File: src/rtl/operand_fetch.sv
// operand_fetch: decodes a MIPS-style instruction, reads both source operands
// from the register file (with writeback bypass and $0 forced to zero), and
// registers them for the execute stage behind a valid/ready handshake. A
// pending-write scoreboard holds issue back on RAW/WAW hazards.
module operand_fetch #(
  parameter int DATA_W = 32,
  parameter int ADDR_W = 5
) (
  input  logic              clk,
  input  logic              rst_n,

  input  logic              in_valid,
  output logic              in_ready,
  input  logic [DATA_W-1:0] in_instr,

  output logic [ADDR_W-1:0] rf_raddr1,
  output logic [ADDR_W-1:0] rf_raddr2,
  input  logic [DATA_W-1:0] rf_rdata1,
  input  logic [DATA_W-1:0] rf_rdata2,

  input  logic              wb_en,
  input  logic [ADDR_W-1:0] wb_addr,
  input  logic [DATA_W-1:0] wb_data,

  input  logic              flush,

  output logic              out_valid,
  input  logic              out_ready,
  output logic [5:0]        out_op,
  output logic [5:0]        out_funct,
  output logic [DATA_W-1:0] out_rs_val,
  output logic [DATA_W-1:0] out_rt_val,
  output logic [DATA_W-1:0] out_imm,
  output logic [ADDR_W-1:0] out_dest,
  output logic              out_wen
);

  localparam int NREGS = 1 << ADDR_W;

  // Opcodes that the decoder treats specially
  localparam logic [5:0] OP_RTYPE = 6'h00;
  localparam logic [5:0] OP_ADDI  = 6'h08;
  localparam logic [5:0] OP_ANDI  = 6'h0C;
  localparam logic [5:0] OP_ORI   = 6'h0D;
  localparam logic [5:0] OP_LW    = 6'h23;
  localparam logic [5:0] OP_SW    = 6'h2B;
  localparam logic [5:0] OP_BEQ   = 6'h04;

  // Decoded fields of the incoming instruction
  logic [5:0]        dec_op;
  logic [5:0]        dec_funct;
  logic [ADDR_W-1:0] dec_rs;
  logic [ADDR_W-1:0] dec_rt;
  logic [ADDR_W-1:0] dec_rd;
  logic [DATA_W-1:0] dec_imm;
  logic              dec_has_dest;
  logic [ADDR_W-1:0] dec_dest;
  logic              dec_uses_rt;
  logic              dec_wen;

  // Resolved operands
  logic [DATA_W-1:0] rs_val;
  logic [DATA_W-1:0] rt_val;

  // Scoreboard and hazard detection
  logic [NREGS-1:0]  pending_q;
  logic [NREGS-1:0]  pending_d;
  logic [NREGS-1:0]  wb_mask;
  logic [NREGS-1:0]  live_pending;
  logic              hazard;
  logic              accept;

  // Output pipeline register
  logic              out_valid_q,  out_valid_d;
  logic [5:0]        out_op_q,     out_op_d;
  logic [5:0]        out_funct_q,  out_funct_d;
  logic [DATA_W-1:0] out_rs_val_q, out_rs_val_d;
  logic [DATA_W-1:0] out_rt_val_q, out_rt_val_d;
  logic [DATA_W-1:0] out_imm_q,    out_imm_d;
  logic [ADDR_W-1:0] out_dest_q,   out_dest_d;
  logic              out_wen_q,    out_wen_d;

  // Source value: $0 reads zero, a same-cycle writeback wins over the RF
  function automatic logic [DATA_W-1:0] resolve_src(
    input logic [ADDR_W-1:0] src,
    input logic [DATA_W-1:0] rf_data,
    input logic              byp_en,
    input logic [ADDR_W-1:0] byp_addr,
    input logic [DATA_W-1:0] byp_data
  );
    logic [DATA_W-1:0] val;
    if (src == '0) begin
      val = '0;
    end else if (byp_en && (byp_addr == src)) begin
      val = byp_data;
    end else begin
      val = rf_data;
    end
    return val;
  endfunction

  // Split the instruction word into fields and classify the opcode
  always_comb begin
    dec_op       = in_instr[31:26];
    dec_rs       = in_instr[25:21];
    dec_rt       = in_instr[20:16];
    dec_rd       = in_instr[15:11];
    dec_funct    = in_instr[5:0];
    dec_imm      = {{(DATA_W-16){in_instr[15]}}, in_instr[15:0]};
    dec_has_dest = 1'b0;
    dec_dest     = '0;
    dec_uses_rt  = 1'b0;
    case (dec_op)
      OP_RTYPE: begin
        dec_has_dest = 1'b1;
        dec_dest     = dec_rd;
        dec_uses_rt  = 1'b1;
      end
      OP_ADDI, OP_ANDI, OP_ORI, OP_LW: begin
        dec_has_dest = 1'b1;
        dec_dest     = dec_rt;
      end
      OP_SW, OP_BEQ: begin
        dec_uses_rt  = 1'b1;
      end
      default: begin
        dec_has_dest = 1'b0;
      end
    endcase
    dec_wen = dec_has_dest && (dec_dest != '0);
  end

  assign rf_raddr1 = dec_rs;
  assign rf_raddr2 = dec_rt;

  // Both operands are captured regardless of whether the opcode uses rt
  always_comb begin
    rs_val = resolve_src(dec_rs, rf_rdata1, wb_en, wb_addr, wb_data);
    rt_val = resolve_src(dec_rt, rf_rdata2, wb_en, wb_addr, wb_data);
  end

  // A pending bit being written back this cycle no longer blocks issue
  always_comb begin
    wb_mask = '0;
    if (wb_en) begin
      wb_mask[wb_addr] = 1'b1;
    end
    live_pending    = pending_q & ~wb_mask;
    live_pending[0] = 1'b0;
    hazard = live_pending[dec_rs]
           | (dec_uses_rt & live_pending[dec_rt])
           | (dec_wen & live_pending[dec_dest]);
  end

  assign in_ready = !flush && !hazard && (!out_valid_q || out_ready);
  assign accept   = in_valid && in_ready;

  // Scoreboard update: flush and writeback clear first, a new issue sets last
  always_comb begin
    pending_d = pending_q;
    if (flush && out_valid_q && out_wen_q) begin
      pending_d[out_dest_q] = 1'b0;
    end
    if (wb_en) begin
      pending_d[wb_addr] = 1'b0;
    end
    if (accept && dec_wen) begin
      pending_d[dec_dest] = 1'b1;
    end
    pending_d[0] = 1'b0;
  end

  // Output register next state: load on accept, drop on consume or flush
  always_comb begin
    out_valid_d  = out_valid_q;
    out_op_d     = out_op_q;
    out_funct_d  = out_funct_q;
    out_rs_val_d = out_rs_val_q;
    out_rt_val_d = out_rt_val_q;
    out_imm_d    = out_imm_q;
    out_dest_d   = out_dest_q;
    out_wen_d    = out_wen_q;
    if (flush) begin
      out_valid_d = 1'b0;
    end else if (accept) begin
      out_valid_d  = 1'b1;
      out_op_d     = dec_op;
      out_funct_d  = dec_funct;
      out_rs_val_d = rs_val;
      out_rt_val_d = rt_val;
      out_imm_d    = dec_imm;
      out_dest_d   = dec_dest;
      out_wen_d    = dec_wen;
    end else if (out_valid_q && out_ready) begin
      out_valid_d = 1'b0;
    end
  end

  // State registers with asynchronous clear
  always_ff @(posedge clk or negedge rst_n) begin
    if (!rst_n) begin
      pending_q    <= '0;
      out_valid_q  <= 1'b0;
      out_op_q     <= '0;
      out_funct_q  <= '0;
      out_rs_val_q <= '0;
      out_rt_val_q <= '0;
      out_imm_q    <= '0;
      out_dest_q   <= '0;
      out_wen_q    <= 1'b0;
    end else begin
      pending_q    <= pending_d;
      out_valid_q  <= out_valid_d;
      out_op_q     <= out_op_d;
      out_funct_q  <= out_funct_d;
      out_rs_val_q <= out_rs_val_d;
      out_rt_val_q <= out_rt_val_d;
      out_imm_q    <= out_imm_d;
      out_dest_q   <= out_dest_d;
      out_wen_q    <= out_wen_d;
    end
  end

  assign out_valid  = out_valid_q;
  assign out_op     = out_op_q;
  assign out_funct  = out_funct_q;
  assign out_rs_val = out_rs_val_q;
  assign out_rt_val = out_rt_val_q;
  assign out_imm    = out_imm_q;
  assign out_dest   = out_dest_q;
  assign out_wen    = out_wen_q;

endmodule

File: config.mk
export PLATFORM = sky130hd
export DESIGN_NAME = operand_fetch
export DESIGN_NICKNAME = d
export VERILOG_FILES = /design/src/rtl/operand_fetch.sv
export SDC_FILE = /design/constraint.sdc
export NUM_CORES = 1
export LEC_CHECK = 0
export ABC_AREA = 1
export ABC_CLOCK_PERIOD_IN_PS = 4500
export CORE_ASPECT_RATIO = 0.6
export CORE_UTILIZATION = 45
export CTS_CLUSTER_DIAMETER = 150
export DETAILED_ROUTE_END_ITERATION = 10
export PLACE_DENSITY = 0.82
export SYNTH_ARGS = -nofsm -noshare
export SYNTH_HDL_FRONTEND = slang
export SYNTH_SLANG_ARGS = --single-unit
File: constraint.sdc
create_clock -name clk -period 4.5 [get_ports clk]
set_input_delay 0.9 -clock clk [delete_from_list [all_inputs] [get_ports clk]]
set_output_delay 0.9 -clock clk [all_outputs]
set_load 0.03 [all_outputs]
==> summary.md, run 1 <==
| Metric | Value |
|---|---|
| Status | finished clean |
| Fmax | 0.232 GHz |
| Leakage | 5.23 nW |
| Mapped Cells | 1135 |
| Sequential area share after synthesis | 0.380 |
| Syn Area/Cell | 7.19 sq um |
| Top Family by Delay on Critical Path | simple AND/OR/NAND/NOR gates |
| Net count after synthesis | 1274 |
| Worst r2r src | pending_q[12]$_DFF_PN0_ |
| Num CTS Buffers | 17 |
| Via density | 5.59 |
| Number of buffers added on ports | 264 |
| Cells along the critical path | clkdlybuf4s50_1 -> nor2_1 -> nand3_2 -> nor2_2 -> inv_2 -> nand2_4 -> nor2_1 -> a21oi_1 -> nand2_1 -> nand3_1 -> nand2_1 -> nor2_1 -> nor2_4 -> buf_4 |
| Die X-Extent | 176 microns |
| Setup crit end kind | primary output |
| Worst Max-Slew Pin Slew | 1070 ps |
| Num Clock Sinks | 124 |
| Placer congestion estimate | 1.08 |
| Unrepaired setup endpoints after global routing | no |
| Global-route wire length before repair | 49300 microns |
| Synth unique cells | 38 |
| Routed Wire Length | 31900 microns |
| Ys flop type | dfrtp_1 |
| Setup_tns | 0 ps |
| Die area | 18700 sq um |
| Total core area | 17400 sq um |
| Worst Path Max Fanout | 19 |
| DIE HEIGHT | 106 microns |
| Period minus WS final | 4320 ps |
| Hold/Removal Path Class | register to register |
| Share of cells above drive strength 1 | 0.113 |
| Most used cell, CP | nor2_1 |
| Diodes inserted | 0 |
| Vias in the first global route | 8647 |
| Max_cap viols | 0 |
| Ys async rst share | 1.00 |
| I/O Pins | 265 |
| H-tree depth | 4 |
| Initial antenna violation count | 0 |
| GR Overflow Total | 0 |
| Setup Buffers After CTS | 0 |
| PD cells | 415 nW/um^2 |
| Routed WL per cell | 19.7 microns |
| Crit path DAT | 3420 ps |
| Post-DRT Antenna Nets | 0 |
| Largest net degree at the start of global routing | 81 |
| CP startpoint kind | primary input |
| Number of core rows | 37 |
| Layout area overhead | 41.3% |
| Fill cell count | 1460 |
| Yosys warnings | 0 |
| Clock tree buffer depth | 2 |
| Max VDD drop | 0.328 mV |
| Skew final | 11.7 ps |
| Final setup viols | 0 |
| Worst Setup SP | in_instr[27] |
| Fin. max-slew vios | 0 |
| Flop-to-flop setup slack | 1990 ps |
| Hold buffers post-CTS | 0 |
| Slowest stage delay, CP | 500 ps |
| Period Utilization, post-route | 0.959 |
| Min-Delay Startpoint | out_rt_val[18]$_DFFE_PN0P_ |
| Starting Density | 0.469 |
| Post-layout net count | 1513 |
| CTS Root Cell | clkbuf_16 |
| Clock latency on the worst-skew pair | 420 ps |
| Clock Pin Slew Worst Setup and Hold Paths | 70 ps |
| Post-synth EDFFs | 0 |
| Final hold viol count | 0 |
| Required time of the critical path | 3600 ps |
| Worst relative slew slack | 0.288 |
| DPL Wire Length | 23700 microns |
| Final Util | 0.662 |
| Number of synthesized register bits | 124 |
| CTS tree | built |
| CP max-delay cell | clkdlybuf4s50_1 |
| Mapped Area | 8160 sq um |
| First DRT Iteration DRCs | 1237 |
| CP Class | primary input to primary output |
| Vias | 9059 |
| DRC errors left | 0 |
| Gr usage total | 0.350 |
| Drt pass-1 iters | 6 |
| Critical path buffer and inverter count | 3 |
## layout by cell type (no fill, tap or decap), types with 3 or more instances in the layout
cell type / instances
a21oi_1: 7
a221oi_1: 3
buf_12: 5
buf_4: 43
bufinv_16: 3
clkbuf_16: 17
clkdlybuf4s50_1: 262
clkinv_1: 4
dfrtp_1: 124
inv_1: 75
inv_2: 8
inv_6: 6
nand2_1: 364
nand2_2: 23
nand3_1: 124
nand4_1: 32
nor2_1: 80
nor2_4: 4
o211ai_1: 64
o21ai_0: 11
o21ai_1: 45
o21ai_2: 33
o21bai_1: 23
o22ai_1: 3
## power by group
group          switching [mW]  internal, mW  total (mW)
Sequential              0.144          1.33        1.47
Combinational            1.08         0.757        1.84
Clock                   0.582         0.886        1.47
## worst register-to-register path, stage by stage, from the launching register on
cell and delay [ps]:
dfrtp_1 470, nand3_1 120, nand2_1 80, nor2_1 110, nand2_1 60, nand3_1 70, a21oi_1 70, buf_4 140
nor2_1 110, nand2_2 130, nor2_4 140, buf_4 430, nand4_1 380, nand2_1 140
## final timing paths
check / cells past startpoint / endpoint
setup / recovery: 14 / in_ready
hold / removal: 2 / out_rt_val[18]$_DFFE_PN0P_
setup reg to reg: 13 / pending_q[29]$_DFF_PN0_
hold reg to reg: 2 / out_rt_val[18]$_DFFE_PN0P_
max in group asynchronous: 2 / out_funct[1]$_DFFE_PN0P_
min in group asynchronous: 1 / pending_q[25]$_DFF_PN0_
## synth_stat cells (2+ instances only)
master    number  area (sq um)
buf_1          4          15.0
o21bai_1      23           173
nand2_1      364          1370
clkinv_1       4          15.0
buf_2         10          50.1
nor2_4         4          45.0
o21ai_1       45           225
o21ai_2       33           289
o211ai_1      64           480
nand2_4        2          22.5
clkbuf_1      28           105
nand2_2       23           144
a21oi_1        7          35.0
nand4_1       32           200
a221oi_1       3          26.3
inv_1         75           282
o21ai_0       11          55.1
o22ai_1        3          18.8
inv_2          8          30.0
buf_6         14           158
buf_4         34           255
nor2_1        81           304
dfrtp_1      124          3100
a22oi_1        2          15.0
nand3_1      124           621
## kinds of logic (layout without fill, tap and decap cells)
group,Yosys count,after routing,share of synthesized area
and+or+nand+nor,637,637,0.340
AOI/OAI and AO/OA,195,195,0.166
DFF,124,124,0.380
buffers and inverters,177,429,0.112
xor gates and xnor gates,2,2,0.00215
## sequential cells by signal, summed over array words and instances, names as in the netlist
| register | count |
|---|---|
| out_dest | 5 |
| out_funct | 5 |
| out_wen | 1 |
| out_valid | 1 |
| out_rt_val | 32 |
| out_op | 6 |
| out_imm | 11 |
| pending_q | 31 |
| out_rs_val | 32 |
## metal layers
metal	track usage	share of wire	vias to the layer above
met5	0	0	-
met4	0.0981	0.018	0
met3	0.132	0.15	54
met2	0.484	0.40	595
met1	0.503	0.44	4192
li1	-	-	4218
## final cells by class
type | count | area, sq um | share of cell area
Sequential cell | 124 | 3100 | 0.269
Tap cell | 234 | 293 | 0.0254
Timing Repair Buffer | 310 | 3050 | 0.264
Clock inverter | 14 | 180 | 0.0156
Inverter | 87 | 327 | 0.0283
Multi-Input combinational cell | 834 | 4150 | 0.360
Clock buffer | 18 | 429 | 0.0372
## stage by stage
stage | setup WS [ps] | total power [mW] | std cells | hold slack [ps] | area [sq um]
4_1_cts | 267 | 4.79 | 1621 | 484 | 11500
6_report | 182 | 4.78 | 1621 | 482 | 11500
3_5_place_dp | 275 | 3.31 | 1589 | 464 | 10900
5_1_grt | 38.3 | 4.97 | 1621 | 498 | 11500
2_1_floorplan | 1100 | 2.54 | 1135 | 590 | 8160
3_3_place_gp | 212 | 3.29 | 1589 | 455 | 10900
## timing repair
item                                    in CTS  in global routing
gates resized for setup                      0                  1
endpoints found under the setup margin       0                  1
hold endpoints to repair                     0                  0
Power figures use the tool's default switching activity.
==> run 2: changes to the inputs <==
- CORE_MARGIN: not set -> 2
- CORE_UTILIZATION: 45 -> 40
- PLACE_DENSITY: 0.82 -> 0.75
==> summary.md, run 2 (synthesis gave the netlist of run 1 again) <==
| Metric | Value |
|---|---|
| GR Overflow Total | 0 |
| Slowest stage delay, CP | 440 ps |
| CP max-delay cell | clkdlybuf4s50_1 |
| Met2 Usage GRT | 0.385 |
| H-tree depth | 4 |
| Met1 Use GR | 0.419 |
| Total core area | 20000 sq um |
| Required time of the critical path | 3600 ps |
| Setup crit end kind | primary output |
| Number of buffers added on ports | 264 |
| Final hold viol count | 0 |
| Starting Density | 0.407 |
| Num Clock Sinks | 124 |
| Clock tree buffer depth | 2 |
| Fill cell count | 1859 |
| Share of cells above drive strength 1 | 0.105 |
| Max_cap viols | 0 |
| Routed WL per cell | 18.7 microns |
| Via density | 5.38 |
| Setup_tns | 0 ps |
| Commonest non-fill, non-tap cell in the layout | nand2_1 |
| Min-Delay Startpoint | out_op[0]$_DFFE_PN0P_ |
| Top Family by Delay on Critical Path | simple AND/OR/NAND/NOR gates |
| First DRT Iteration DRCs | 891 |
| Worst Setup SP | in_instr[31] |
| Skew final | 10.2 ps |
| Diodes inserted | 0 |
| Fin. max-slew vios | 0 |
| Sequential Power Share | 0.311 |
| Cell Int Power | 3.01 mW |
| Hold slack | 476 ps |
| Die X-Extent | 188 microns |
| Clock latency on the worst-skew pair | 430 ps |
| Flop-to-flop setup slack | 2020 ps |
| Die area | 21600 sq um |
| PostCTS Resize Cnt | 0 |
| Clock Pin Slew Worst Setup and Hold Paths | 50 ps |
| Hold buffers post-CTS | 0 |
| CP Class | primary input to primary output |
| Drt pass-1 iters | 5 |
| Crit path DAT | 3390 ps |
| Critical path buffer and inverter count | 2 |
| Setup Buffers After CTS | 0 |
| Initial antenna violation count | 0 |
| Comb power frac | 0.383 |
| I/O Pins | 265 |
| Global-route wire length before repair | 47400 microns |
| M3 GR Usage | 0.131 |
| Worst relative slew slack | 0.395 |
| Max VDD drop | 0.336 mV |
| DPL Wire Length | 23000 microns |
| Status | finished clean |
| Fmax | 0.233 GHz |
| Leakage | 5.17 nW |
| Commonest non-fill, non-tap cells in the layout | 364 x nand2_1, 261 x clkdlybuf4s50_1, 124 x nand3_1, 124 x dfrtp_1, 81 x nor2_1 |
| Clock group share of total power | 0.306 |
| Placer congestion estimate | 0.990 |
| Post-DRT Antenna Nets | 0 |
| Worst Path Max Fanout | 19 |
| PD cells | 413 nW/um^2 |
| Vias | 8863 |
| Switch Pwr | 1.73 mW |
| Num CTS Buffers | 17 |
| Period Utilization, post-route | 0.954 |
| Number of core rows | 40 |
| Unrepaired setup endpoints after global routing | no |
| Period minus WS final | 4290 ps |
| Sw Share | 0.365 |
| CTS Root Cell | clkbuf_16 |
| Layout area overhead | 40.7% |
| CP startpoint kind | primary input |
| DRC errors left | 0 |
| CTS tree | built |
| Worst r2r src | pending_q[3]$_DFF_PN0_ |
| Final Util | 0.573 |
| Worst Max-Slew Pin Slew | 907 ps |
| Routed Wire Length | 30800 microns |
| Final setup viols | 0 |
| Vias in the first global route | 8168 |
| DIE HEIGHT | 115 microns |
| Most Used Layer, Global Route | met1 |
| Post-layout net count | 1500 |
| Gr usage total | 0.288 |
| Hold/Removal Path Class | register to register |
| Most used cell, CP | nor2_1 |
| Largest net degree at the start of global routing | 68 |
| Cells along the critical path | clkdlybuf4s50_1 -> nor2_1 -> nand3_1 -> nand2_2 -> nand2_2 -> nand2_4 -> nand2_2 -> nor2_1 -> nor2_1 -> nand2_1 -> nand3_1 -> nand2_1 -> nor2_1 -> nor2_4 -> buf_4 |
run 2: per-stage QoR:
stage          power (mW)  instance area [sq um]  cells  setup slack, ps
2_1_floorplan        2.54                   8160   1135             1100
3_3_place_gp         3.29                  10900   1615              257
3_5_place_dp         3.30                  10900   1615              290
4_1_cts              4.76                  11500   1646              245
5_1_grt              4.95                  11500   1646             12.6
6_report             4.74                  11500   1646              208
run 2: area by class of cell:
type                    instances  area (sq um)  share of cell area
clock buffers                  21           480              0.0419
clock inverters                10           138              0.0120
inverters                      87           327              0.0285
multi-input cells             834          4140               0.361
flip-flops and latches        124          3100               0.270
well taps                     273           342              0.0298
repair buffers                297          2940               0.256
run 2: path summary, 6_finish.rpt:
| path | to | depth (start not counted) |
|---|---|---|
| setup / recovery | in_ready | 15 |
| hold reg to reg | out_op[0]$_DFFE_PN0P_ | 2 |
| max in group asynchronous | pending_q[22]$_DFF_PN0_ | 2 |
| setup reg to reg | pending_q[3]$_DFF_PN0_ | 13 |
| hold / removal | out_op[0]$_DFFE_PN0P_ | 2 |
| min in group asynchronous | out_rs_val[23]$_DFFE_PN0P_ | 1 |
run 2: worst register-to-register path, stage by stage (launching register included):
cell and delay [ps]:
dfrtp_1 380, o21ai_0 110, nand2_1 90, nand3_1 100
nand2_1 50, nand3_1 120, a21oi_1 90, buf_4 140
nor2_1 100, nand2_2 140, nor2_4 150, buf_4 430
nand4_1 250, nand2_1 230
run 2: power groups by stage:
stage	Combinational, mW	Clock (mW)	Sequential [mW]
floorplan	0.627	0	1.91
global route	1.92	1.53	1.50
global placement	1.80	0	1.48
finish	1.81	1.45	1.48
detailed placement	1.81	0	1.49
CTS	1.82	1.47	1.48
run 2: layer usage:
metal | wire [microns] | vias to the layer above
li1 | - | 4209
met1 | 14100 | 4096
met2 | 11800 | 526
met3 | 4460 | 32
met4 | 384 | 0
met5 | 0 | -
==> run 3: changes to the inputs <==
- CORE_ASPECT_RATIO: 0.6 -> 0.8
==> summary.md, run 3 (synthesis gave the netlist of run 1 again) <==
| Metric | Value |
|---|---|
| Routed WL per cell | 18.7 microns |
| Skew final | 13.8 ps |
| CP startpoint kind | primary input |
| Status | finished clean |
| Gr usage total | 0.286 |
| Max_cap viols | 0 |
| Number of core rows | 46 |
| Final setup viols | 0 |
| Fmax | 0.236 GHz |
| Fin. max-slew vios | 0 |
| Worst r2r src | pending_q[29]$_DFF_PN0_ |
| Post-place instance area | 10800 sq um |
| Worst Max-Slew Pin Slew | 733 ps |
| Slowest stage delay, CP | 730 ps |
| Share of cells above drive strength 1 | 0.102 |
| I/O Pins | 265 |
| Cells along the critical path | clkdlybuf4s50_1 -> nand2_4 -> nor2_4 -> nand2_1 -> nand2_1 -> nor2_1 -> nor2_1 -> nand2_1 -> nand2_1 -> nand2_1 -> nand2_1 -> nand2_1 -> nor2_1 -> nand2_2 -> nor2_4 -> buf_4 |
| Setup crit end kind | primary output |
| Routed Wire Length | 30600 microns |
| Worst Setup SP | wb_addr[0] |
| Via density | 5.38 |
| Final Cell Area | 11400 sq um |
| Num Clock Sinks | 124 |
| Hold slack | 472 ps |
| Most used cell, CP | nand2_1 |
| Flop-to-flop setup slack | 2230 ps |
| CP Class | primary input to primary output |
| Hold/Removal Path Class | register to register |
| Period Utilization, post-route | 0.940 |
| Crit path capture | in_ready |
| Min-Delay Startpoint | out_imm[10]$_DFFE_PN0P_ |
| GR Overflow Total | 0 |
| Worst reg2reg path endpoint | pending_q[9]$_DFF_PN0_ |
| Hold buffers post-CTS | 0 |
| Final non-filler cell total | 1633 |
| Final Util | 0.572 |
| Leakage | 5.13 nW |
| Setup Buffers After CTS | 0 |
| H-tree depth | 4 |
| Largest net degree at the start of global routing | 71 |
| Initial antenna violation count | 0 |
| First DRT Iteration DRCs | 959 |
| CTS tree | built |
| # placed instances | 1601 |
| Setup_tns | 0 ps |
| DPL Wire Length | 22500 microns |
| Critical path buffer and inverter count | 2 |
| PD cells | 411 nW/um^2 |
| Clock tree buffer depth | 2 |
| DRC errors left | 0 |
| Worst relative slew slack | 0.511 |
| PostCTS Resize Cnt | 0 |
| Post-layout net count | 1495 |
| Vias | 8780 |
| Drt pass-1 iters | 5 |
| Stages on the worst setup path | 16 |
| Final hold viol count | 0 |
| Die area | 21600 sq um |
| Total core area | 19900 sq um |
| Required time of the critical path | 3600 ps |
| Top Family by Delay on Critical Path | simple AND/OR/NAND/NOR gates |
| Clock Pin Slew Worst Setup and Hold Paths | 60 ps |
| Starting Density | 0.410 |
| Commonest non-fill, non-tap cells in the layout | 364 x nand2_1, 261 x clkdlybuf4s50_1, 124 x nand3_1, 124 x dfrtp_1, 81 x nor2_1 |
| Period minus WS final | 4230 ps |
| Global-route wire length before repair | 47500 microns |
| Vias in the first global route | 8476 |
| Unrepaired setup endpoints after global routing | no |
| Max VDD drop | 0.330 mV |
| Layout area overhead | 39.7% |
| Post-DRT Antenna Nets | 0 |
| DIE HEIGHT | 132 microns |
| Number of buffers added on ports | 264 |
| Worst Path Max Fanout | 8 |
| Diodes inserted | 0 |
| CP max-delay cell | clkdlybuf4s50_1 |
| Commonest non-fill, non-tap cell in the layout | nand2_1 |
| Clock latency on the worst-skew pair | 430 ps |
| Crit path DAT | 3330 ps |
| CTS Root Cell | clkbuf_16 |
| Num CTS Buffers | 17 |
| Die X-Extent | 164 microns |
| Reg2Reg Depth | 14 |
| Placer congestion estimate | 1.03 |
-- run 3: cell types whose count changed in the layout (fill, tap and decap cells not counted), sizes merged --
cell,previous run,this run
buf,36,31
inv,84,88
clkbuf,21,18
bufinv,3,2
clkinv,8,9
-- run 3: how the worst min path moves through the flow --
stage | slack [ps] | cells past startpoint | end
floorplan | 590 | 4 | pending_q[17]$_DFF_PN0_
global placement | 450 | 2 | out_imm[9]$_DFFE_PN0P_
detailed placement | 460 | 2 | out_imm[6]$_DFFE_PN0P_
CTS | 480 | 2 | out_imm[6]$_DFFE_PN0P_
global route | 490 | 2 | out_op[0]$_DFFE_PN0P_
finish | 470 | 2 | out_imm[10]$_DFFE_PN0P_
-- run 3: cell type report --
cell class                 count  area, sq um
clock buffer                  18          429
inverter                      87          327
timing repair buffer         292         2910
sequential                   124         3100
tap                          264          330
fill                        1872         8520
multi-input combinational    834         4140
clock inverter                14          159
-- run 3: per-layer routing --
metal | vias up | global-route usage | routed length (microns)
li1 | 4178 | - | -
met1 | 4022 | 0.397 | 12800
met2 | 515 | 0.411 | 13100
met3 | 63 | 0.0969 | 3770
met4 | 2 | 0.0994 | 863
met5 | - | 0.0205 | 60
-- run 3: through the flow --
stage / power (mW) / worst slack, ps
2_1_floorplan: 2.54 / 1100
3_3_place_gp: 3.29 / 349
3_5_place_dp: 3.31 / 345
4_1_cts: 4.71 / 303
5_1_grt: 4.89 / 75.1
6_report: 4.69 / 269
-- run 3: worst reg2reg max path, delay by kind of cell (launching register included) --
kind,cells,cell delay [ps]
AND/OR/NAND/NOR,13,1380
flip-flops,1,380
buffers and inverters,1,430
-- run 3: power by group --
part	switching (mW)	total, mW	internal [mW]
registers	0.149	1.48	1.33
logic	1.07	1.82	0.748
clock network	0.564	1.39	0.826
